### config.mk
export PLATFORM = sky130hd
export DESIGN_NAME = pc_seq_stack
export DESIGN_NICKNAME = d
export VERILOG_FILES = /design/src/rtl/pc_seq_pkg.sv /design/src/rtl/pc_return_stack.sv /design/src/rtl/pc_seq_stack.sv
export SDC_FILE = /design/constraint.sdc
export NUM_CORES = 1
export LEC_CHECK = 0
export CAP_MARGIN = 10
export CELL_PAD_IN_SITES_DETAIL_PLACEMENT = 1
export CELL_PAD_IN_SITES_GLOBAL_PLACEMENT = 1
export CORE_ASPECT_RATIO = 1.4
export CORE_MARGIN = 2
export CORE_UTILIZATION = 43
export CTS_BUF_LIST = sky130_fd_sc_hd__clkbuf_4 sky130_fd_sc_hd__clkbuf_8 sky130_fd_sc_hd__clkbuf_16
export DETAILED_ROUTE_END_ITERATION = 7
export PLACE_DENSITY_LB_ADDON = 0.1
export SLEW_MARGIN = 20
export SYNTH_ARGS = -nofsm -noshare
export SYNTH_HDL_FRONTEND = slang
export SYNTH_SLANG_ARGS = --single-unit
### constraint.sdc
create_clock -name clk -period 2.4 [get_ports clk]
set_input_delay 0.24 -clock clk [delete_from_list [all_inputs] [get_ports clk]]
set_output_delay 0.24 -clock clk [all_outputs]
set_load 0.02 [all_outputs]
### src/rtl/pc_seq_pkg.sv
// Shared definitions for the program-sequencing unit: op encodings and
// the LFSR feedback used by the low-page program counter.
package pc_seq_pkg;

  localparam logic [2:0] OP_NOP  = 3'd0;
  localparam logic [2:0] OP_JMP  = 3'd1;
  localparam logic [2:0] OP_CALL = 3'd2;
  localparam logic [2:0] OP_RET  = 3'd3;
  localparam logic [2:0] OP_RETS = 3'd4;
  localparam logic [2:0] OP_LDPG = 3'd5;

  // Feedback bit shifted into the MSB of the low PC on each step.
  function automatic logic lfsr_fb(input logic b0, input logic b1);
    return ~(b0 ^ b1);
  endfunction

endpackage

### src/rtl/pc_return_stack.sv
// Return-address stack kept as a shift array with entry 0 as the top.
// A push onto a full stack either drops the oldest entry (OVF_DROP=1)
// or leaves the stack untouched (OVF_DROP=0); both report push_ovf.
module pc_return_stack #(
  parameter int W        = 10,
  parameter int DEPTH    = 4,
  parameter bit OVF_DROP = 1'b1,
  localparam int CW      = $clog2(DEPTH + 1)
) (
  input  logic          clk,
  input  logic          rst,
  input  logic          push,
  input  logic          pop,
  input  logic [W-1:0]  din,
  output logic [W-1:0]  tos,
  output logic [CW-1:0] count,
  output logic          push_ovf,
  output logic          pop_unf
);

  logic [W-1:0] entries [DEPTH];
  logic         full;
  logic         empty;

  assign full     = (count == CW'(DEPTH));
  assign empty    = (count == '0);
  assign push_ovf = push && full;
  assign pop_unf  = pop && empty;
  assign tos      = empty ? '0 : entries[0];

  // Shift entries down on push and up on pop; occupancy tracks the depth.
  always_ff @(posedge clk) begin
    if (rst) begin
      for (int i = 0; i < DEPTH; i++) entries[i] <= '0;
      count <= '0;
    end else if (push) begin
      if (!full || OVF_DROP) begin
        for (int i = DEPTH - 1; i > 0; i--) entries[i] <= entries[i-1];
        entries[0] <= din;
      end
      if (!full) count <= count + CW'(1);
    end else if (pop && !empty) begin
      for (int i = 0; i < DEPTH - 1; i++) entries[i] <= entries[i+1];
      entries[DEPTH-1] <= '0;
      count <= count - CW'(1);
    end
  end

endmodule

### src/rtl/pc_seq_stack.sv
// Program-sequencing unit: LFSR low-page PC, page register, one-shot
// page prefix, return stack and sticky overflow/underflow flags.
// An accepted op always takes precedence over a concurrent step.
module pc_seq_stack
  import pc_seq_pkg::*;
#(
  parameter int               PL_W      = 6,
  parameter int               PU_W      = 4,
  parameter int               DEPTH     = 4,
  parameter logic [PU_W-1:0]  CALL_PAGE = {PU_W{1'b1}},
  parameter bit               OVF_DROP  = 1'b1,
  localparam int              PC_W      = PU_W + PL_W,
  localparam int              CW        = $clog2(DEPTH + 1)
) (
  input  logic             clk,
  input  logic             rst,
  input  logic             step,
  input  logic             op_vld,
  input  logic [2:0]       op,
  input  logic [PL_W-1:0]  tgt,
  input  logic [PU_W-1:0]  pg,
  input  logic             flag_clr,
  output logic [PC_W-1:0]  pc,
  output logic [PC_W-1:0]  tos,
  output logic [CW-1:0]    count,
  output logic             pend,
  output logic             skip,
  output logic             ovf,
  output logic             unf
);

  logic [PL_W-1:0] pl;
  logic [PU_W-1:0] pu;
  logic [PU_W-1:0] pend_pg;
  logic            is_jmp;
  logic            is_call;
  logic            is_ret;
  logic            is_rets;
  logic            is_ldpg;
  logic            push_ovf;
  logic            pop_unf;

  assign pc = {pu, pl};

  // Decode the accepted op; encodings 6-7 fall through as NOP.
  always_comb begin
    is_jmp  = 1'b0;
    is_call = 1'b0;
    is_ret  = 1'b0;
    is_rets = 1'b0;
    is_ldpg = 1'b0;
    if (op_vld) begin
      case (op)
        OP_JMP:  is_jmp  = 1'b1;
        OP_CALL: is_call = 1'b1;
        OP_RET:  is_ret  = 1'b1;
        OP_RETS: begin
          is_ret  = 1'b1;
          is_rets = 1'b1;
        end
        OP_LDPG: is_ldpg = 1'b1;
        default: ;
      endcase
    end
  end

  pc_return_stack #(
    .W        (PC_W),
    .DEPTH    (DEPTH),
    .OVF_DROP (OVF_DROP)
  ) u_stack (
    .clk      (clk),
    .rst      (rst),
    .push     (is_call),
    .pop      (is_ret),
    .din      (pc),
    .tos      (tos),
    .count    (count),
    .push_ovf (push_ovf),
    .pop_unf  (pop_unf)
  );

  // PC, prefix, skip pulse and sticky flags; a new event beats flag_clr.
  always_ff @(posedge clk) begin
    if (rst) begin
      pl      <= '0;
      pu      <= '0;
      pend    <= 1'b0;
      pend_pg <= '0;
      skip    <= 1'b0;
      ovf     <= 1'b0;
      unf     <= 1'b0;
    end else begin
      skip <= 1'b0;
      ovf  <= push_ovf | (ovf & ~flag_clr);
      unf  <= pop_unf | (unf & ~flag_clr);
      if (op_vld) begin
        if (!is_ldpg) pend <= 1'b0;
        if (is_jmp) begin
          pl <= tgt;
          if (pend) pu <= pend_pg;
        end else if (is_call) begin
          pl <= tgt;
          pu <= pend ? pend_pg : CALL_PAGE;
        end else if (is_ret) begin
          if (count != '0) begin
            pu <= tos[PC_W-1:PL_W];
            pl <= tos[PL_W-1:0];
          end
          skip <= is_rets;
        end else if (is_ldpg && !pend) begin
          pend_pg <= pg;
          pend    <= 1'b1;
        end
      end else if (step) begin
        pl <= {lfsr_fb(pl[0], pl[1]), pl[PL_W-1:1]};
      end
    end
  end

endmodule

==> metrics.md <==
| Metric | Value |
|---|---|
| DRC viols | 0 |
| Leakage | roughly 1.3 nW |
| Worst EP required | around 2.2 ns |
| Register area share after synthesis | between 40% and 50% |
| Fraction of layout cells with a size suffix above 1 | between 20% and 30% |
| DRT antenna net count | 0 |
| Final setup vio count | 0 |
| Crit Path Class | reg2out |
| Syn. warnings | 0 |
| Top_reg_cell synth | dfxtp_1 |
| Synth Register Bits | about 60 |
| Vias per inst | roughly 5.6 |
| # Max-Cap Violations | 0 |
| Fin crit period | 2.32 ns |
| Nets | about 370 |
| Initial antenna violation count | 0 |
| H-tree levels | 3 |
| Clock Skews | 0.0120 ns |
| DPL Wire Length | between 6 and 7 mm |
| Crit path launch type | register |
| Clock sinks | 61 |
| Placed Area | roughly 3800 µm² |
| Fin Setup TNS | 0 ns |
| Crit path DAT | about 2.1 ns |
| Worst-margin pin slew | around 0.86 ns |
| Register area | approximately 1500 µm² |
| R2r worst-path depth | 4 |
| Crit share post-route | 96.5% |
| Area occupied by multi-input gates | 1490 µm² |
| CP delay by family, top | simple AND/OR/NAND/NOR gates |
| CTS root buf | clkbuf_8 |
| Status | finished, final reports clean |
| Routed WL per cell | roughly 19 µm |
| Final wirelength | between 8 and 9 mm |
| Layout area overhead | 24.0% |
| Synth top area share | between 20% and 30% |
| N_diodes | 0 |
| Full die area | between 8000 and 9000 µm² |
| Post-CTS sizing | 0 |
| Net Count, Synth | approximately 320 |
| # Post-CTS Setup Buffers | 0 |
| First-pass GRT wire length | 13.8 mm |
| Hold Path Class | in2reg |
| Synth Cell Area | ~3200 µm² |
| Initial DRT Pass Iterations | 4 |
| Routability cong. | between 0.8 and 0.9 |
| CTS Buf Count | 9 |
| Clock Tree Buf Depth | 2 |
| Syn avg cell area | roughly 11 µm² |
| Crit. path cell count | 3 |
| Worst-Skew Late Latency | between 0.3 and 0.4 ns |
| Most frequent cells in the layout | clkdlybuf4s50_1, dfxtp_1, edfxtp_1 |
| Core ar. | about 7300 µm² |
| Crit-path cells | or3_1, and2_1, clkdlybuf4s50_1 |
| Post-synthesis async set-or-reset flop share | 0% |
| Synth cell types | 55 |
| Cells on Worst Hold Path | 4 |
| RSZ-0062 raised after global routing | false |
| Clock transition at path regs | 0.07 ns |
| EDFF count, synth | 30 |
| Vias in the first global route | ~2700 |
| Worst-path maximum fanout | 8 |
| Port-buffer cells | 44 |
| Count of final hold-check violations | 0 |
| Fmax | 432 MHz |
| Largest area contributor in the netlist | edfxtp_1 |
| Top-level port count | 45 |
| Die height | around 110 µm |
| Final Cell Area | ~4000 µm² |
| Grt ovf | 0 |
| CP Capture Type | primary output |
| PD cells | a little over 600 nW/µm² |
| CP max stage cell | clkdlybuf4s50_1 |
| # hold bufs at CTS | 0 |
| Via count | around 2600 |
| Overall Global Routing Usage | a little over a fifth |
| Slew margin rel. | about 42% |
| Die span in x | between 70 and 80 µm |
| Largest net degree at the start of global routing | 43 |
| Largest stage delay on the critical path | 0.55 ns |
| Number of cells produced by synthesis | a little over 300 |
| Filler Cell Count | 803 |
| Largest cells by area after synthesis | edfxtp_1, dfxtp_1, a22oi_2, nor2_2, a21oi_1 |
| Most common cell after layout, fill and taps aside | clkdlybuf4s50_1 |
| CTS tree | yes |
| Placement Rows | 37 |
| Effective utilization at floorplan | ~44% |
| Crit path buffers/inverters | 1 |
| VDD IR max | ~490 µV |
| DRT iter0 DRCs | approximately 100 |
| Fin. max-slew vios | 0 |
| Post-layout util | between 50% and 60% |
==> Yosys cell counts, drive strengths merged (4+ instances only) <==
library cell  count
o21ai             8
o311a             6
o211ai            6
inv              14
clkbuf            4
nand2            26
o221ai            4
nand4             5
a22oi            21
nor2             38
a21oi            25
nand3            11
o41ai             5
edfxtp           30
nor2b             5
dfxtp            31
buf              18
and2              5
o221a            10
==> through the flow <==
| stage | setup WS [ns] | total power [mW] | hold WS, ns | cells |
|---|---|---|---|---|
| CTS | 0.0689 | 2.42 | 0.398 | 456 |
| floorplan | 0.158 | 1.36 | 0.376 | 303 |
| global route | 0.0270 | 2.49 | 0.434 | 456 |
| finish | 0.0833 | 2.40 | 0.403 | 456 |
| global placement | 0.220 | 1.49 | 0.452 | 440 |
| detailed placement | 0.180 | 1.49 | 0.461 | 440 |
==> report_power, final <==
group          total (mW)  internal (mW)  switching, mW
clock               0.931          0.529          0.401
sequential           1.18           1.14         0.0388
combinational       0.294          0.122          0.172
total                2.40           1.79          0.612
==> metal layers <==
metal	up-vias	GRT usage (%)	routed length, µm
li1	1232	-	-
met3	9	5.52	371
met1	1274	25.8	3540
met5	-	0	0
met2	55	38.7	4410
met4	0	7.01	137
==> tightest hold or removal path: stages <==
cell      delay, ns
buf_2          0.11
clkinv_1       0.16
nand4_1        0.11
o41ai_1        0.07
==> layout make-up <==
class / count / area share, %
sequential: 61 / 38.3
multi-input combinational: 205 / 37.4
timing repair buffer: 62 / 14.7
clock buffer: 12 / 3.84
tap: 97 / 3.06
inverter: 15 / 1.42
clock inverter: 4 / 1.26
==> kinds of logic (layout without fill, tap and decap cells) <==
kind of cell | Yosys count | in the layout | share of synthesized area, %
compound gates | 96 | 96 | 26.1
xor+xnor | 4 | 4 | 1.56
fa+ha+maj | 1 | 1 | 0.625
buf+inv | 37 | 93 | 6.06
flops | 61 | 61 | 47.5
simple gates | 104 | 104 | 18.1
==> state kept, by name (all words and copies together) (netlist names) <==
signal / count
pend: 1
ovf: 1
skip: 1
pu: 4
u_stack.count: 3
pl: 6
unf: 1
u_stack.entries: 40
pend_pg: 4
==> final timing paths <==
path | start | end | slack [ns]
setup / recovery | u_stack.count[1]$_SDFFE_PP0P_ | tos[6] | 0.08
hold / removal | rst | pl[1]$_SDFFE_PP0P_ | 0.40
setup reg to reg | u_stack.count[2]$_SDFFE_PP0P_ | u_stack.entries[1][2]$_DFFE_PP_ | 0.49
hold reg to reg | u_stack.entries[3][5]$_SDFFE_PP0P_ | u_stack.entries[3][5]$_SDFFE_PP0P_ | 0.47
Power figures use the tool's default switching activity.
